`src/rtl/byte_frame_packer.sv`:
```
// byte_frame_packer: byte-serial framer for the HMAC core.
// Packs header (salt + password) and message blocks, zero-padded.
module byte_frame_packer #(
  parameter int SALT_BYTES   = 16,
  parameter int MAX_PW_BYTES = 16,
  parameter int BLOCK_BYTES  = 16,
  localparam int PLW = $clog2(MAX_PW_BYTES + 1),
  localparam int BLW = $clog2(BLOCK_BYTES + 1)
) (
  input  logic                      clk,
  input  logic                      rst,
  input  logic [7:0]                i_data,
  input  logic                      i_start,
  input  logic                      i_mode,
  input  logic                      i_rekey,
  output logic                      o_ien,
  output logic [8*SALT_BYTES-1:0]   o_salt,
  output logic [8*MAX_PW_BYTES-1:0] o_pw,
  output logic [PLW-1:0]            o_pw_len,
  output logic                      o_mode,
  output logic                      o_key_valid,
  input  logic                      i_key_ready,
  output logic [8*BLOCK_BYTES-1:0]  o_blk,
  output logic [BLW-1:0]            o_blk_len,
  output logic                      o_blk_valid,
  input  logic                      i_blk_ready,
  output logic [2:0]                o_err
);

  localparam int HTOT = SALT_BYTES + MAX_PW_BYTES;
  localparam int HW   = $clog2(HTOT + 1);

  localparam logic [HW-1:0]  SALT_C = HW'(SALT_BYTES);
  localparam logic [HW-1:0]  TOT_C  = HW'(HTOT);
  localparam logic [BLW-1:0] BLK_C  = BLW'(BLOCK_BYTES);

  typedef enum logic [2:0] {
    HDR_WAIT,
    HDR,
    KEY_HOLD,
    MSG_WAIT,
    MSG,
    BLK_HOLD
  } state_t;

  state_t                    state_q;
  logic                      ien_q;
  logic [8*SALT_BYTES-1:0]   salt_q;
  logic [8*MAX_PW_BYTES-1:0] pw_q;
  logic [PLW-1:0]            pw_len_q;
  logic [HW-1:0]             hcnt_q;
  logic                      mode_q;
  logic                      key_valid_q;
  logic [8*BLOCK_BYTES-1:0]  blk_q;
  logic [BLW-1:0]            blk_len_q;
  logic                      blk_valid_q;
  logic [2:0]                err_q;

  // Frame FSM: captures bytes, registers results and handshakes.
  always_ff @(posedge clk or posedge rst) begin
    if (rst) begin
      state_q     <= HDR_WAIT;
      ien_q       <= 1'b1;
      salt_q      <= '0;
      pw_q        <= '0;
      pw_len_q    <= '0;
      hcnt_q      <= '0;
      mode_q      <= 1'b0;
      key_valid_q <= 1'b0;
      blk_q       <= '0;
      blk_len_q   <= '0;
      blk_valid_q <= 1'b0;
      err_q       <= '0;
    end else begin
      case (state_q)
        HDR_WAIT: begin
          if (i_start) begin
            state_q  <= HDR;
            ien_q    <= 1'b0;
            mode_q   <= i_mode;
            salt_q   <= {i_data, {(8*SALT_BYTES-8){1'b0}}};
            pw_q     <= '0;
            pw_len_q <= '0;
            hcnt_q   <= HW'(1);
          end
        end
        HDR: begin
          if (i_start) begin
            if (hcnt_q < TOT_C) begin
              for (int i = 0; i < SALT_BYTES; i++)
                if (hcnt_q == HW'(i))
                  salt_q[8*(SALT_BYTES-1-i) +: 8] <= i_data;
              for (int i = 0; i < MAX_PW_BYTES; i++)
                if (hcnt_q == HW'(SALT_BYTES + i))
                  pw_q[8*(MAX_PW_BYTES-1-i) +: 8] <= i_data;
              if (hcnt_q >= SALT_C)
                pw_len_q <= pw_len_q + 1'b1;
              hcnt_q <= hcnt_q + 1'b1;
            end else begin
              err_q[1] <= 1'b1;
            end
          end else if (hcnt_q <= SALT_C) begin
            // too short to hold salt plus one password byte
            err_q[0] <= 1'b1;
            salt_q   <= '0;
            pw_q     <= '0;
            pw_len_q <= '0;
            hcnt_q   <= '0;
            state_q  <= HDR_WAIT;
            ien_q    <= 1'b1;
          end else begin
            key_valid_q <= 1'b1;
            state_q     <= KEY_HOLD;
          end
        end
        KEY_HOLD: begin
          if (i_start) begin
            err_q[2] <= 1'b1;
          end else if (i_key_ready) begin
            key_valid_q <= 1'b0;
            state_q     <= MSG_WAIT;
            ien_q       <= 1'b1;
          end
        end
        MSG_WAIT: begin
          if (i_rekey) begin
            pw_q     <= '0;
            pw_len_q <= '0;
            hcnt_q   <= '0;
            if (i_start) begin
              // rekey wins: this byte opens the new header
              state_q <= HDR;
              ien_q   <= 1'b0;
              mode_q  <= i_mode;
              salt_q  <= {i_data, {(8*SALT_BYTES-8){1'b0}}};
              hcnt_q  <= HW'(1);
            end else begin
              salt_q  <= '0;
              state_q <= HDR_WAIT;
            end
          end else if (i_start) begin
            blk_q     <= {i_data, {(8*BLOCK_BYTES-8){1'b0}}};
            blk_len_q <= BLW'(1);
            state_q   <= MSG;
            ien_q     <= 1'b0;
          end
        end
        MSG: begin
          if (i_start) begin
            if (blk_len_q < BLK_C) begin
              for (int i = 0; i < BLOCK_BYTES; i++)
                if (blk_len_q == BLW'(i))
                  blk_q[8*(BLOCK_BYTES-1-i) +: 8] <= i_data;
              blk_len_q <= blk_len_q + 1'b1;
            end else begin
              err_q[1] <= 1'b1;
            end
          end else begin
            blk_valid_q <= 1'b1;
            state_q     <= BLK_HOLD;
          end
        end
        BLK_HOLD: begin
          if (i_start) begin
            err_q[2] <= 1'b1;
          end else if (i_blk_ready) begin
            blk_valid_q <= 1'b0;
            state_q     <= MSG_WAIT;
            ien_q       <= 1'b1;
          end
        end
        default: begin
          state_q <= HDR_WAIT;
          ien_q   <= 1'b1;
        end
      endcase
    end
  end

  assign o_ien       = ien_q;
  assign o_salt      = salt_q;
  assign o_pw        = pw_q;
  assign o_pw_len    = pw_len_q;
  assign o_mode      = mode_q;
  assign o_key_valid = key_valid_q;
  assign o_blk       = blk_q;
  assign o_blk_len   = blk_len_q;
  assign o_blk_valid = blk_valid_q;
  assign o_err       = err_q;

endmodule

```
`config.mk`:
```
export PLATFORM = sky130hd
export DESIGN_NAME = byte_frame_packer
export DESIGN_NICKNAME = d
export VERILOG_FILES = /design/src/rtl/byte_frame_packer.sv
export SDC_FILE = /design/constraint.sdc
export NUM_CORES = 1
export LEC_CHECK = 0
export CORE_MARGIN = 4
export CORE_UTILIZATION = 45
export CTS_CLUSTER_SIZE = 16
export DETAILED_ROUTE_END_ITERATION = 8
export PLACE_DENSITY = 0.77
export RECOVER_POWER = 25
export SLEW_MARGIN = 20
export SYNTH_ARGS = -nofsm -noshare
export SYNTH_HDL_FRONTEND = slang
export SYNTH_SLANG_ARGS = --single-unit
```
`constraint.sdc`:
```
create_clock -name clk -period 13 [get_ports clk]
set_input_delay 1.3 -clock clk [delete_from_list [all_inputs] [get_ports clk]]
set_output_delay 1.3 -clock clk [all_outputs]
set_load 0.01 [all_outputs]
```
==> reports/metrics.yaml, run 1 <==
outcome:
  status: "finished with violations"
  failed_checks: "capacitance limit, slew limit"
global_route:
  grt.overflow.total: 0
  grt_pass1_wl_mm: 81.59
  grt_start_max_net_pins: 109
  grt_usage: 0.2702
  grt_pass1_vias: 12716
  antenna_found_initial: 0
die:
  die_area_mm2: 0.03972
  core_mm2: 0.03583
  start_util: 0.4596
  io_pins: 416
  rows: 69
  die_h_um: 199.3
  chipWidth_um: 199.3
drt:
  dr.first_iter.drc_count: 786
  ant_nets: 0
  wl_mm: 54.70
  via_count: 12263
  first_pass_iters: 5
  via_per_inst: 5.959
  drc: 0
  wl_per_cell_um: 26.58
yosys:
  synthSimpleGateAreaFrac: 0.07332
  synth_nets: 1202
  syn_avg_cell_area_um2: 13.99
  synth-xor-area-share: 0
  synthAdderAreaFrac: 0.007598
  yosysWarnings: 0
  netlist_instances: 1177
  synth_top_family_by_area: "compound AO/OA/AOI/OAI gates"
  ys_seq_area_frac: 0.6231
  syn_area_mm2: 0.01647
  synth_edf_count: 0
  synth_top_flop_cell: "dfrtp_1"
  async_flop_share: 1.000
  muxShareOfSynthArea: 0.08882
  synth-seq-cells: 410
  synth-compound-area-share: 0.1808
  ys_types: 62
worst_setup_path:
  end_kind: "async pin"
  ff2ff_setup_slack_ns: 9.91
  path_class: "in -> async"
  worst-path-max-fanout: 108
  cp_data_required_time_ns: 13.60
  start_kind: "input port"
  critPathArrivalTime_ns: 6.19
hold_path:
  hp-class: "reg -> reg"
clock_network:
  cts_resized: 0
  h-tree-depth: 2
  cts_buffers: 43
  worst_skew_pair.late_latency_ns: 0.57
  cts_tree: "built"
  max-clock-path-buffers: 3
  root_buffer: "clkbuf_16"
  postCtsSetupBuffers: 0
  cts_hold_buf: 0
  cts.sinks: 410
  clkTransAtPathRegs_ns: 0.06
sta:
  max_freq_mhz: 178.8
  finalSetupTns_ns: 0
  period_share: 0.4302
  max_slew_margin: -2.277
  fin_crit_ns: 5.592
  final_hold_viol_count: 0
  setup_viol: 0
  hold_ws_ns: 0.4584
  tightest_slew_ns: 4.889
  drv_slew: 109
  finClkSkew_ns: 0.02483
  rsz0062_at_grt: "no"
pwr:
  powerDensity_mw_per_mm2: 164.3
  p_total_w: 0.003677
  ir_worst_vdd_mv: 0.1200
  p_leak_nw: 10.68
final_layout:
  areaGrowthSynthToFinish_pct: 35.93
  diodes: 0
  layout-drive-gt1-share: 0.1753
  finalNetCount: 1587
job:
  maxCapViolCount: 1
place:
  place_congestion: 0.8392
  port_buffers: 415
  place_hpwl_mm: 36.56
-- flip-flops by register name, indices dropped and copies added (netlist names) --
signal,count
o_ien,1
o_blk_len,5
o_pw,128
o_pw_len,5
o_salt,128
o_blk_valid,1
o_err,3
o_mode,1
o_blk,128
hcnt_q,6
state_q,3
o_key_valid,1
-- cell usage in the layout, fill, tap and decap left out, types with 4 or more instances in the layout --
cell type and instances:
a21o_1 9, a21oi_1 11, a22o_1 232, a32o_1 26
and2_1 10, and3_1 10, buf_2 8, buf_4 9
bufinv_16 5, clkbuf_1 8, clkbuf_16 44, clkbuf_8 11
clkdlybuf4s50_1 292, clkinv_2 5, dfrtp_1 409, dlygate4sd3_1 115
ha_1 10, inv_1 10, mux2_2 129, nand2_1 15
nand2_2 6, nand2b_1 5, nand3_1 17, nand3_2 5
nand3_4 21, nand3b_1 4, nor2_1 44, nor2b_1 4
nor3_1 5, o21ai_0 42, o21ai_2 11, or3_1 4
-- where the power goes --
group | switching [W] | internal [W]
Combinational | 0.000610 | 0.000322
Sequential | 0.0000754 | 0.00136
Clock | 0.000522 | 0.000789
Total | 0.00121 | 0.00247
-- logic make-up (layout without fill, tap and decap cells) --
family / after synthesis / in the layout
adder cells (fa/ha/maj): 10 / 10
buffers and inverters: 97 / 517
flip-flops: 410 / 410
AND/OR/NAND/NOR: 172 / 172
multiplexers: 130 / 130
AO/OA/AOI/OAI: 358 / 358
-- path summary, 6_finish.rpt --
path                       startpoint    endpoint  cells past startpoint
setup / recovery                  rst  o_salt[66]                      4
hold / removal               o_err[2]    o_err[2]                      1
setup reg to reg           state_q[0]  o_blk[120]                      4
hold reg to reg              o_err[2]    o_err[2]                      1
max in group clk              i_start   o_salt[2]                      5
min in group asynchronous         rst    o_pw[33]                      2
-- worst max-delay path: stages --
cell and delay [ns]:
dlygate4sd3_1 0.55, clkinvlp_2 2.69, buf_6 0.73, buf_6 0.69
-- cell type report --
type / instances / area, µm²
inverters: 11 / 42.54
clock inverters: 17 / 240.2
multi-input cells: 670 / 5777
flip-flops and latches: 410 / 10260
well taps: 461 / 576.8
repair buffers: 426 / 4204
fillers: 2673 / 13440
clock buffers: 63 / 1282
-- synth_stat cells (5+ instances only) --
cell type  count  area (µm²)
o21ai_2       11       96.34
nand3_4       21       367.9
ha_1          10       125.1
a32o_1        26       260.3
mux2_2       129        1453
nand2b_1       5       31.28
and3_1        10       62.56
buf_2          7       35.03
nand3_1       17       85.08
nor2_1        45       168.9
o21ai_0       42       210.2
buf_6          6       67.56
a21o_1         9       67.56
nor3_1         5       25.02
nand2_2        6       37.54
clkbuf_1      65       244.0
nand3_2        5       50.05
a21oi_1       11       55.05
and2_1        10       62.56
inv_1         11       41.29
dfrtp_1      409       10230
nand2_1       15       56.30
a22o_1       232        2032
-- metrics by stage --
| step | worst slack (ns) | instances | cell area [µm²] | utilization |
|---|---|---|---|---|
| global placement | 8.465 | 1978 | 20860 | 0.5822 |
| detailed placement | 8.384 | 1978 | 20860 | 0.5822 |
| floorplan | 0.2937 | 1177 | 16470 | - |
| CTS | 8.984 | 2058 | 22380 | 0.6247 |
| global route | 6.567 | 2058 | 22380 | 0.6248 |
| finish | 7.408 | 2058 | 22380 | 0.6248 |
-- layer usage --
layer	wire, µm	up-vias	global-route usage
met5	0	-	0
met4	1925	0	0.1008
met3	5340	109	0.08734
met2	25260	588	0.4224
met1	22170	6349	0.3558
li1	-	5217	-
(Power assumes the default switching activity.)
==> run 2: changes to the inputs <==
- clock period: 13 -> 4.9 ns (I/O delays scaled with it)
==> run 2 against run 1 <==
Effect of this change: the run still ends with capacitance limit, slew limit left; largest cell class unchanged; sequential share of layout area up 0.20 points; via count down 1.4%; hold slack better by 0.0039 ns.
==> reports/metrics.yaml, run 2 (synthesis results as in run 1) <==
sta:
  final_hold_viol_count: 0  # unchanged
  drv_slew: 139  # was 109
  setup_slack_ns: 1.582  # was 7.408 ns
  setup_viol: 0  # unchanged
  period_share: 0.6771
  max_freq_mhz: 301.4
  finClkSkew_ns: 0.01708  # was 0.02483 ns
  tightest_slew_ns: 1.935  # was 4.889 ns
  fin_crit_ns: 3.318
  max_slew_margin: -0.2899  # was -2.277
  finalSetupTns_ns: 0  # unchanged
  rsz0062_at_grt: "no"  # unchanged
worst_setup_path:
  crit_path_cell_trace: "dlygate4sd3_1, clkinvlp_2, clkbuf_4"  # was dlygate4sd3_1, clkinvlp_2, buf_6, buf_6
  worst-path-max-fanout: 138  # was 108
  max_stage_delay_ns: 1.47  # was 2.69 ns
  start_kind: "input port"  # unchanged
  crit_buf_inv: 3  # was 4
  cp_slowest_cell: "clkbuf_4"  # was clkinvlp_2
  path_class: "in -> async"  # unchanged
  cpLargestDelayFamily: "buffers and inverters"  # unchanged
  cp_data_required_time_ns: 5.17  # was 13.60 ns
  end_kind: "async pin"  # unchanged
  critPathArrivalTime_ns: 3.59  # was 6.19 ns
final_layout:
  areaGrowthSynthToFinish_pct: 35.35  # was 35.93%
  finalNetCount: 1588  # was 1,587
  diodes: 0  # unchanged
  layout-drive-gt1-share: 0.1749  # was 0.1753
  multi_input_area_mm2: 0.005782  # was 0.005777 mm²
  ff_latch_area_mm2: 0.01026  # unchanged
  mostFrequentLayoutCells: "409 x dfrtp_1, 406 x clkdlybuf4s50_1, 232 x a22o_1"  # was 409 x dfrtp_1, 292 x clkdlybuf4s50_1, 232 x a22o_1
  utilization: 0.6221  # was 0.6248
  final.fill_count: 2707  # was 2,673
  final_common_cell: "dfrtp_1"  # unchanged
place:
  place_hpwl_mm: 36.66  # was 36.56 mm
  port_buffers: 415  # unchanged
  place_worst_setup_slack_ns: 1.470  # was 8.384 ns
  place_congestion: 0.8318  # was 0.8392
drt:
  ant_nets: 0  # unchanged
  first_pass_iters: 4  # was 5
  via_count: 12087  # was 12,263
  drc: 0  # unchanged
  wl_mm: 54.72  # was 54.70 mm
  via_per_inst: 5.879  # was 5.959
  wl_per_cell_um: 26.61  # was 26.58 µm
  dr.first_iter.drc_count: 611  # was 786
die:
  die_h_um: 199.3  # unchanged
  chipWidth_um: 199.3  # unchanged
  start_util: 0.4596  # unchanged
  io_pins: 416  # unchanged
  die_area_mm2: 0.03972  # unchanged
  core_mm2: 0.03583  # unchanged
  rows: 69  # unchanged
pwr:
  powerDensity_mw_per_mm2: 426.8  # was 164.3 mW/mm²
  ir_worst_vdd_mv: 0.2657  # was 0.1200 mV
  p_leak_nw: 10.24  # was 10.68 nW
outcome:
  status: "finished with violations"  # unchanged
  failed_checks: "capacitance limit, slew limit"  # unchanged
clock_network:
  cts_resized: 0  # unchanged
  worst_skew_pair.late_latency_ns: 0.55  # was 0.57 ns
  cts.sinks: 410  # unchanged
  cts_hold_buf: 0  # unchanged
  h-tree-depth: 2  # unchanged
  max-clock-path-buffers: 3  # unchanged
  cts_tree: "built"  # unchanged
  root_buffer: "clkbuf_16"  # unchanged
  cts_buffers: 42  # was 43
  postCtsSetupBuffers: 0  # unchanged
  clkTransAtPathRegs_ns: 0.06  # about the same
global_route:
  antenna_found_initial: 0  # unchanged
  grt_usage: 0.2695  # was 0.2702
  grt_start_max_net_pins: 139  # was 109
  grt_pass1_wl_mm: 81.61  # was 81.59 mm
  grt.overflow.total: 0  # unchanged
  grt_pass1_vias: 12748  # was 12,716
hold_path:
  hp-class: "reg -> reg"  # unchanged
job:
  maxCapViolCount: 1  # unchanged
-- run 2: area by class of cell --
cell class,count,share of cell area
Clock buffer,61,0.05625
Clock inverter,15,0.005557
Inverter,11,0.001909
Multi-Input combinational cell,670,0.2594
Sequential cell,410,0.4604
Tap cell,461,0.02588
Timing Repair Buffer,428,0.1906
-- run 2: final timing paths --
check / slack [ns] / cells after the start / start / end
max: 1.58 / 3 / rst / o_salt[29]
min: 0.46 / 1 / o_err[2] / o_err[2]
max reg2reg: 1.84 / 5 / state_q[0] / o_pw[109]
min reg2reg: 0.46 / 1 / o_err[2] / o_err[2]
max in group clk: 1.84 / 5 / state_q[0] / o_pw[109]
min in group asynchronous: 0.71 / 2 / rst / o_salt[0]
-- run 2: per-layer routing --
layer,wire [µm],track usage,vias up,part of all wire
met5,0,0,-,0
li1,-,-,5209,-
met4,1586,0.07801,0,0.029
met3,5420,0.09020,88,0.099
met1,21960,0.3468,6273,0.40
met2,25750,0.4392,517,0.47
-- run 2: per-stage QoR --
stage	total power, W	cell area [µm²]	hold slack [ns]	cells
after floorplan	0.005348	16470	0.4932	1177
after global routing	0.009918	22290	0.4816	2056
final	0.009514	22290	0.4624	2056
after detailed placement	0.006380	20930	0.4518	1980
after CTS	0.009578	22300	0.4239	2056
after global placement	0.006317	20920	0.4396	1980
-- run 2: report_power, final --
group	internal (W)	switching (W)	total, W	leakage (nW)
clock	0.00184	0.00135	0.00319	0.680
combinational	0.000887	0.00163	0.00252	3.91
sequential	0.00361	0.000199	0.00381	5.65
